<file path="src/rtl/hoene_smart_led_io_pkg.sv">
// Shared constants and types for the smart-LED pixel I/O block.
//   PWM_BITS_DEF : default PWM data / counter width
//   PWM_PERIOD   : clocks per PWM period (2^PWM_BITS_DEF - 1)
//   sel_state_t  : line-selection FSM state encoding
package hoene_smart_led_io_pkg;

  localparam int PWM_BITS_DEF = 10;
  localparam int PWM_PERIOD   = (1 << PWM_BITS_DEF) - 1;

  typedef enum logic [1:0] {
    SEL_NONE = 2'd0,
    SEL_0    = 2'd1,
    SEL_1    = 2'd2
  } sel_state_t;

endpackage

</file>
<file path="src/rtl/hoene_line_select.sv">
// Redundant serial-line front end: synchronizes both line inputs, locks onto
// whichever shows the first rising edge, and forwards it registered.
//   clk, rst     : system clock, async active-high reset
//   in0, in1     : asynchronous primary / alternate line inputs
//   testmode     : forces the in0 path
//   out          : synchronized, registered selected line
//   in0selected  : 1 while the in0 path is active
//
// state    | meaning
// ---------+-------------------------------------------
// SEL_NONE | no line seen yet, out held at 0
// SEL_0    | locked to in0 until reset
// SEL_1    | locked to in1 until reset
module hoene_line_select
  import hoene_smart_led_io_pkg::*;
#(
  parameter int SYNC_STAGES = 2
) (
  input  logic clk,
  input  logic rst,
  input  logic in0,
  input  logic in1,
  input  logic testmode,
  output logic out,
  output logic in0selected
);

  logic [SYNC_STAGES-1:0] sync0;
  logic [SYNC_STAGES-1:0] sync1;
  logic                   s0;
  logic                   s1;
  logic                   s0_d;
  logic                   s1_d;
  logic                   rise0;
  logic                   rise1;
  logic                   use0;
  logic                   line_nxt;
  sel_state_t             state;
  sel_state_t             state_nxt;

  assign s0    = sync0[SYNC_STAGES-1];
  assign s1    = sync1[SYNC_STAGES-1];
  assign rise0 = s0 & ~s0_d;
  assign rise1 = s1 & ~s1_d;

  always_comb begin
    state_nxt = state;
    case (state)
      SEL_NONE: begin
        // in0 has priority when both lines rise in the same cycle
        if (rise0)      state_nxt = SEL_0;
        else if (rise1) state_nxt = SEL_1;
      end
      default: ;
    endcase
  end

  // The mux looks at the next state so the edge that causes the lock is
  // itself passed through rather than swallowed.
  always_comb begin
    use0 = testmode | (state_nxt == SEL_0);
    if (use0)                       line_nxt = s0;
    else if (state_nxt == SEL_1)    line_nxt = s1;
    else                            line_nxt = 1'b0;
  end

  always_ff @(posedge clk or posedge rst) begin
    if (rst) begin
      sync0 <= '0;
      sync1 <= '0;
      s0_d  <= 1'b0;
      s1_d  <= 1'b0;
      state <= SEL_NONE;
      out   <= 1'b0;
    end else begin
      sync0 <= {sync0[SYNC_STAGES-2:0], in0};
      sync1 <= {sync1[SYNC_STAGES-2:0], in1};
      s0_d  <= s0;
      s1_d  <= s1;
      state <= state_nxt;
      out   <= line_nxt;
    end
  end

  assign in0selected = testmode | (state == SEL_0);

endmodule

</file>
<file path="src/rtl/hoene_pwm_cell.sv">
// One PWM channel: shadow register plus registered compare against the
// shared period counter.
//   clk, rst : system clock, async active-high reset
//   load     : period start (counter at 0); shadow takes new data
//   cnt      : shared period counter
//   data     : requested duty value
//   pwm      : registered PWM output
module hoene_pwm_cell
  import hoene_smart_led_io_pkg::*;
#(
  parameter int PWM_BITS = PWM_BITS_DEF
) (
  input  logic                clk,
  input  logic                rst,
  input  logic                load,
  input  logic [PWM_BITS-1:0] cnt,
  input  logic [PWM_BITS-1:0] data,
  output logic                pwm
);

  logic [PWM_BITS-1:0] shadow;
  logic [PWM_BITS-1:0] duty;

  // At period start the compare already uses the freshly captured value,
  // so a duty of N gives exactly N high clocks from the period start.
  assign duty = load ? data : shadow;

  always_ff @(posedge clk or posedge rst) begin
    if (rst) begin
      shadow <= '0;
      pwm    <= 1'b0;
    end else begin
      shadow <= duty;
      pwm    <= (duty > cnt);
    end
  end

endmodule

</file>
<file path="src/rtl/hoene_smart_led_io.sv">
// Smart-LED pixel I/O: redundant line input selection on the front end and
// three RGB PWM drivers sharing one period counter on the back end.
//   clk                 : system clock
//   rst_n               : async reset, active-HIGH despite the name
//   in0, in1            : asynchronous serial line inputs
//   testmode            : force in0 selection
//   data_red/green/blue : PWM duty values
//   out                 : synchronized selected line
//   in0selected         : in0 path active
//   out_red/green/blue  : PWM outputs
module hoene_smart_led_io
  import hoene_smart_led_io_pkg::*;
#(
  parameter int PWM_BITS    = PWM_BITS_DEF,
  parameter int SYNC_STAGES = 2
) (
  input  logic                clk,
  input  logic                rst_n,
  input  logic                in0,
  input  logic                in1,
  input  logic                testmode,
  input  logic [PWM_BITS-1:0] data_red,
  input  logic [PWM_BITS-1:0] data_green,
  input  logic [PWM_BITS-1:0] data_blue,
  output logic                out,
  output logic                in0selected,
  output logic                out_red,
  output logic                out_green,
  output logic                out_blue
);

  // Counter runs 0..2^PWM_BITS-2 so a full-scale duty stays constantly high.
  localparam logic [PWM_BITS-1:0] CNT_MAX = {{(PWM_BITS-1){1'b1}}, 1'b0};

  logic [PWM_BITS-1:0] cnt;
  logic                load;

  assign load = (cnt == '0);

  always_ff @(posedge clk or posedge rst_n) begin
    if (rst_n)               cnt <= '0;
    else if (cnt == CNT_MAX) cnt <= '0;
    else                     cnt <= cnt + 1'b1;
  end

  hoene_line_select #(.SYNC_STAGES(SYNC_STAGES)) u_line_select (
    .clk         (clk),
    .rst         (rst_n),
    .in0         (in0),
    .in1         (in1),
    .testmode    (testmode),
    .out         (out),
    .in0selected (in0selected)
  );

  hoene_pwm_cell #(.PWM_BITS(PWM_BITS)) u_pwm_red (
    .clk  (clk),
    .rst  (rst_n),
    .load (load),
    .cnt  (cnt),
    .data (data_red),
    .pwm  (out_red)
  );

  hoene_pwm_cell #(.PWM_BITS(PWM_BITS)) u_pwm_green (
    .clk  (clk),
    .rst  (rst_n),
    .load (load),
    .cnt  (cnt),
    .data (data_green),
    .pwm  (out_green)
  );

  hoene_pwm_cell #(.PWM_BITS(PWM_BITS)) u_pwm_blue (
    .clk  (clk),
    .rst  (rst_n),
    .load (load),
    .cnt  (cnt),
    .data (data_blue),
    .pwm  (out_blue)
  );

endmodule

</file>
<file path="config.mk">
export PLATFORM = sky130hd
export DESIGN_NAME = hoene_smart_led_io
export DESIGN_NICKNAME = d
export VERILOG_FILES = /design/src/rtl/hoene_smart_led_io_pkg.sv /design/src/rtl/hoene_line_select.sv /design/src/rtl/hoene_pwm_cell.sv /design/src/rtl/hoene_smart_led_io.sv
export SDC_FILE = /design/constraint.sdc
export NUM_CORES = 1
export LEC_CHECK = 0
export BUFFER_PORTS_ARGS = -buffer_cell sky130_fd_sc_hd__buf_2
export CAP_MARGIN = 25
export CORE_MARGIN = 10
export CORE_UTILIZATION = 28
export DETAILED_ROUTE_END_ITERATION = 12
export GPL_TIMING_DRIVEN = 0
export PLACE_DENSITY_LB_ADDON = 0.15
export SYNTH_ARGS = -nofsm -noshare
export SYNTH_HDL_FRONTEND = slang
export SYNTH_HIERARCHICAL = 1
export SYNTH_SLANG_ARGS = --single-unit
</file>
<file path="constraint.sdc">
create_clock -name clk -period 3.3 [get_ports clk]
set_clock_uncertainty 0.1 [all_clocks]
set_input_delay 0.165 -clock clk [delete_from_list [all_inputs] [get_ports clk]]
set_output_delay 0.165 -clock clk [all_outputs]
set_load 0.1 [all_outputs]
</file>
-- Word level (Yosys, flattened, before mapping)
Index checks and enable logic that the tools add are counted.
- bitwise gates (word level): 6
- magnitude comparators: 3
- equality and inequality tests: 4
- add/subtract/negate cells: 1
- divide/modulo/power cells: 0
- muxes and demuxes: 9
- reductions and logical operators: 2
- shift-type cells: 0
- $mul: 0
- operators with widths (cell ; number):
    10-bit two-way mux ; 4
    10-bit > comparator ; 3
    10-bit by 1-bit adder with 10-bit output (second input constant) ; 1
    10-bit == test (second input constant) ; 1
    10-bit zero test ; 1
    2-bit two-way mux ; 3
    2-bit by 1-bit == test with 1-bit output (second input constant) ; 2
    1-bit AND ; 2
    2-bit == test (second input constant) ; 1
    2-bit zero test ; 1
    1-bit two-way mux ; 2
    1-bit inverter ; 2
    1-bit bitwise OR ; 2
- memory bits (read-only): 0
- bits in registers: 52
- memories: 0
- bits in latches: 0
- input bits: 35
- memory bits (writable): 0

-- Longest topological paths before layout
- depth in word-level cells: 8
- depth in mapped cells: 11

-- Modules after synthesis
Netlist, hierarchy kept.
- modules (own cells, without submodules) (module ; times used ; area each (um^2) ; seq. area each (um^2) ; cells an instance):
    hoene_pwm_cell ; 3 ; 648.1 ; 275.3 ; 58
    hoene_smart_led_io ; 1 ; 544.3 ; 250.2 ; 55
    hoene_line_select ; 1 ; 302.8 ; 225.2 ; 23

-- Least setup slack after synthesis
Ideal clock, no wire load.
- path type: reg2reg
- from: reg cnt[2]
- to: reg u_pwm_blue.pwm
- clock period less this slack: 2.847 ns
- path buffers: 1
- data required time: 3.071 ns
- cell stages (with the launch flop): 10
- setup slack: 0.453 ns
- library setup time: 0.129 ns
- arrival: 2.618 ns
- cell sequence: dfrtp_1 nor4_1 nand3b_1 nor4_1 buf_2 mux2_2 ha_1 a211oi_2 nor2_1 o41a_1
- cells in the longest elaborated chain, start to end: 3
- RTL lines (item ; RTL line ; text):
    start: declaration ; hoene_smart_led_io.sv:35 ; logic [PWM_BITS-1:0] cnt;
    start signal: assignment ; hoene_smart_led_io.sv:43 ; else cnt <= cnt + 1'b1;
    10-bit zero test ; hoene_smart_led_io.sv:38 ; assign load = (cnt == '0);
    net load ; hoene_smart_led_io.sv:36 ; logic load;
    10-bit two-way mux ; hoene_pwm_cell.sv:26 ; assign duty = load ? data : shadow;
    net u_pwm_blue.duty[7] ; hoene_pwm_cell.sv:22 ; logic [PWM_BITS-1:0] duty;
    10-bit > comparator ; hoene_pwm_cell.sv:34 ; pwm <= (duty > cnt);
    end signal: assignment ; hoene_pwm_cell.sv:34 ;
    end: declaration ; hoene_pwm_cell.sv:18 ; output logic pwm
The timed path passes the listed nets, and every way through them passes these cells.

-- Worst setup path in the final report
- from: reg cnt[2]
- to: reg u_pwm_green.pwm
- cells in the longest elaborated chain, start to end: 3
- RTL lines (item ; RTL line):
    10-bit zero test ; hoene_smart_led_io.sv:38
    net load ; hoene_smart_led_io.sv:36
    10-bit two-way mux ; hoene_pwm_cell.sv:26
    net u_pwm_green.duty[7] ; hoene_pwm_cell.sv:22
    10-bit > comparator ; hoene_pwm_cell.sv:34
    end signal: assignment ; hoene_pwm_cell.sv:34
    end: declaration ; hoene_pwm_cell.sv:18
The timed path passes the listed nets, and every way through them passes these cells.

==> results.toml <==
[cts]
h-tree-depth = 2
clkLatencyLatePin_ns = 0.31
clock-sinks = 52
cts_tree = "built"
path_clk_slew_ns = 0.10
cts_buffers = 5
cts_root_buffer = "clkbuf_8"
clockBufferDepth = 2

[place]
place_area_um2 = 3150
finalWeightedCongestion = 0.741
hpwlAfterDp_um = 4520
preCtsSetupSlack_ns = -0.0296
port-buffer-count = 39
dp_cells = 424

[power_and_ir_drop]
p_leak_nw = 1.50
power.internal_w = 0.000957
p_comb_share_pct = 12.8
peakVddDrop_mv = 0.173
share_seq_of_total_power_pct = 52.3
clock_power_share_pct = 34.9
p_sw_share_pct = 25.9
power.density_nw_per_um2 = 383
switchingPower_w = 0.000334

[sta]
setup-tns-final_ns = 0
max_slew.worst_pin.slew_ns = 0.607
rsz0062_at_grt = "no"
timing.slew.headroom_pct = 59.3
fmax_mhz = 322
min_period_ns = 3.11
worst_hold_slack_ns = 0.00160
finalMaxSlewViolations = 0
setup_slack_ns = 0.192
finalCritPeriodShare_pct = 94.2
hold_viol = 0
setup_violations = 0

[routing]
ant_nets = 0
drc_errors = 0
wl_met1_um = 2800
highest-signal-layer = "met4"
wl_per_cell_um = 13.2
routed_wl_um = 5820
drt_first_iter_violations = 58
avgViaCountPerCell = 4.37
num_vias = 1929
routed-wl-met3_um = 214
wl_met2_um = 2730
drtPass1Iterations = 3

[die]
io_pins = 40
initial_core_util_pct = 28.7
dieArea_um2 = 14400
rows = 36
dieHeight_um = 120
dieWidth_um = 120
fp.coreArea_um2 = 9730

[global_route]
overflow = 0
antenna_found_initial = 0
grt_pass1_wl_um = 10200
grt_max_degree = 18
track_usage_pct = 8.61
grt_pass1_vias = 2125

[worst_setup_path]
crit_path_max_fanout = 10
endpoint_kind = "flip-flop"
crit_path_start_kind = "flip-flop"
cp.arrival_ns = 3.20
r2r_start = "cnt[2]$_DFF_PP0_"
required_ns = 3.39
cp-startpoint = "cnt[2]$_DFF_PP0_"
path_class = "reg2reg"

[layout]
area_delta_synth_final_pct = 20.9
finalNonFillerCells = 441
nFillCells = 1012
nets = 375
fin_area_um2 = 3370
diodes = 0
drive_above_1_share_pct = 28.6

[synthesis]
synth-edff-count = 0
syn_area_um2 = 2790
seq_area_frac_synth_pct = 46.6
syn_avg_cell_area_um2 = 11.1
ys_ff_latch = 52
yosysWarnings = 6
synth_nets = 320
syn_inst = 252
synth-async-reset-ratio_pct = 100
yosysUniqueCellTypes = 34
synth_ff_type = "dfrtp_1"

[min_path]
hold_class = "in2reg"
hp-start = "data_blue[0]"

[run]
cap_violations = 0

[outcome]
status = "finished clean"
layer usage:
metal / vias to the layer above / track usage (%)
li1: 985 / -
met5: - / 0
met2: 26 / 14.2
met1: 914 / 10.7
met3: 4 / 2.20
met4: 0 / 2.94
worst paths after layout:
path	cells after the start	slack, ns	end
setup / recovery	9	0.19	u_pwm_green/pwm$_DFF_PP0_
hold / removal	3	0.002	u_pwm_blue/shadow[0]$_DFF_PP0_
setup reg to reg	9	0.19	u_pwm_green/pwm$_DFF_PP0_
hold reg to reg	0	0.26	u_line_select/sync1[1]$_DFF_PP0_
max in group asynchronous	3	2.39	u_pwm_blue/shadow[7]$_DFF_PP0_
min in group asynchronous	3	0.31	u_line_select/s1_d$_DFF_PP0_
stage by stage:
stage / util [%] / power [W]
final: 34.7 / 0.00129
after global routing: 34.7 / 0.00137
after CTS: 34.5 / 0.00132
after detailed placement: 32.4 / 0.000849
after global placement: 32.4 / 0.000847
after floorplan: - / 0.000802
layout make-up:
| cell class | instances | area (um2) | area share (%) |
|---|---|---|---|
| buffer | 3 | 22.5 | 0.667 |
| clock buffer | 5 | 68.8 | 2.04 |
| clock inverter | 3 | 47.5 | 1.41 |
| inverter | 45 | 169 | 5.01 |
| multi-input combinational | 152 | 1310 | 38.9 |
| sequential | 52 | 1300 | 38.6 |
| tap | 133 | 166 | 4.93 |
| timing repair buffer | 48 | 285 | 8.45 |
power groups by stage:
stage	logic (W)	clock network, W	registers (W)
floorplan	0.0000849	0	0.000717
global placement	0.000160	0	0.000687
detailed placement	0.000161	0	0.000688
CTS	0.000169	0.000478	0.000675
global route	0.000187	0.000505	0.000679
finish	0.000165	0.000451	0.000675
repair_timing:
item | in CTS | in global routing
gates resized for setup | 1 | 6
endpoints found under the setup margin | 3 | 3
buffers inserted | 0 | 0
hold endpoints to repair | 59 | 1
hold buffers | 8 | 1
cloned | 0 | 0
critical path, cell delays in order, from the launching register on:
cell and delay (ns):
dfrtp_2 0.51, nor4_1 0.31, nand3b_1 0.12, nor4_2 0.29, clkbuf_4 0.32, mux2_2 0.37
ha_1 0.30, a211oi_2 0.19, nor2_1 0.07, o41a_1 0.39
placed cells by master (no fill, tap or decap), types with 4 or more instances in the layout:
master         Yosys  routed
inv_1             45      45
ha_1              33      33
buf_2              3      39
clkbuf_8           0       5
mux2_2            27      27
dlygate4sd3_1      0       9
dfrtp_1           52      51
a21oi_1           11      11
nand3_1           10      10
nor2_1            11      11
nand4_1            9       9
nor3_1             4       4
o21ai_0            9       9
cell usage after synthesis, types with 2 or more instances:
| cell | count | area [um2] |
|---|---|---|
| a211oi_2 | 3 | 37.5 |
| a21o_1 | 3 | 22.5 |
| a21oi_1 | 11 | 55.1 |
| buf_2 | 3 | 15.0 |
| dfrtp_1 | 52 | 1300 |
| ha_1 | 33 | 413 |
| inv_1 | 45 | 169 |
| mux2_2 | 27 | 304 |
| mux2i_1 | 3 | 30.0 |
| nand2_1 | 3 | 11.3 |
| nand2b_1 | 2 | 12.5 |
| nand3_1 | 10 | 50.1 |
| nand4_1 | 9 | 56.3 |
| nor2_1 | 11 | 41.3 |
| nor3_1 | 4 | 20.0 |
| nor4_1 | 2 | 12.5 |
| o21ai_0 | 9 | 45.0 |
| o21ai_1 | 2 | 10.0 |
| o41a_1 | 3 | 33.8 |
| or3_1 | 2 | 12.5 |
| xor2_1 | 2 | 17.5 |
sequential cells by signal, indices dropped and copies added (netlist names):
signal	flops
u_line_select/out	1
u_line_select/state	2
u_pwm_red/shadow	10
u_line_select/s1_d	1
u_line_select/sync1	2
u_line_select/sync0	2
cnt	10
u_pwm_blue/pwm	1
u_pwm_green/shadow	10
u_pwm_blue/shadow	10
u_line_select/s0_d	1
u_pwm_red/pwm	1
u_pwm_green/pwm	1
cell families after synthesis:
group / after synthesis / share of synthesized area, %
flip-flops: 52 / 46.6
AND/OR/NAND/NOR: 50 / 10.3
buffers and inverters: 48 / 6.59
AO/OA/AOI/OAI: 36 / 8.79
adder cells (fa/ha/maj): 33 / 14.8
multiplexers: 30 / 12.0
XOR/XNOR: 3 / 0.941
Note: power is estimated with default switching activity, not from simulation.
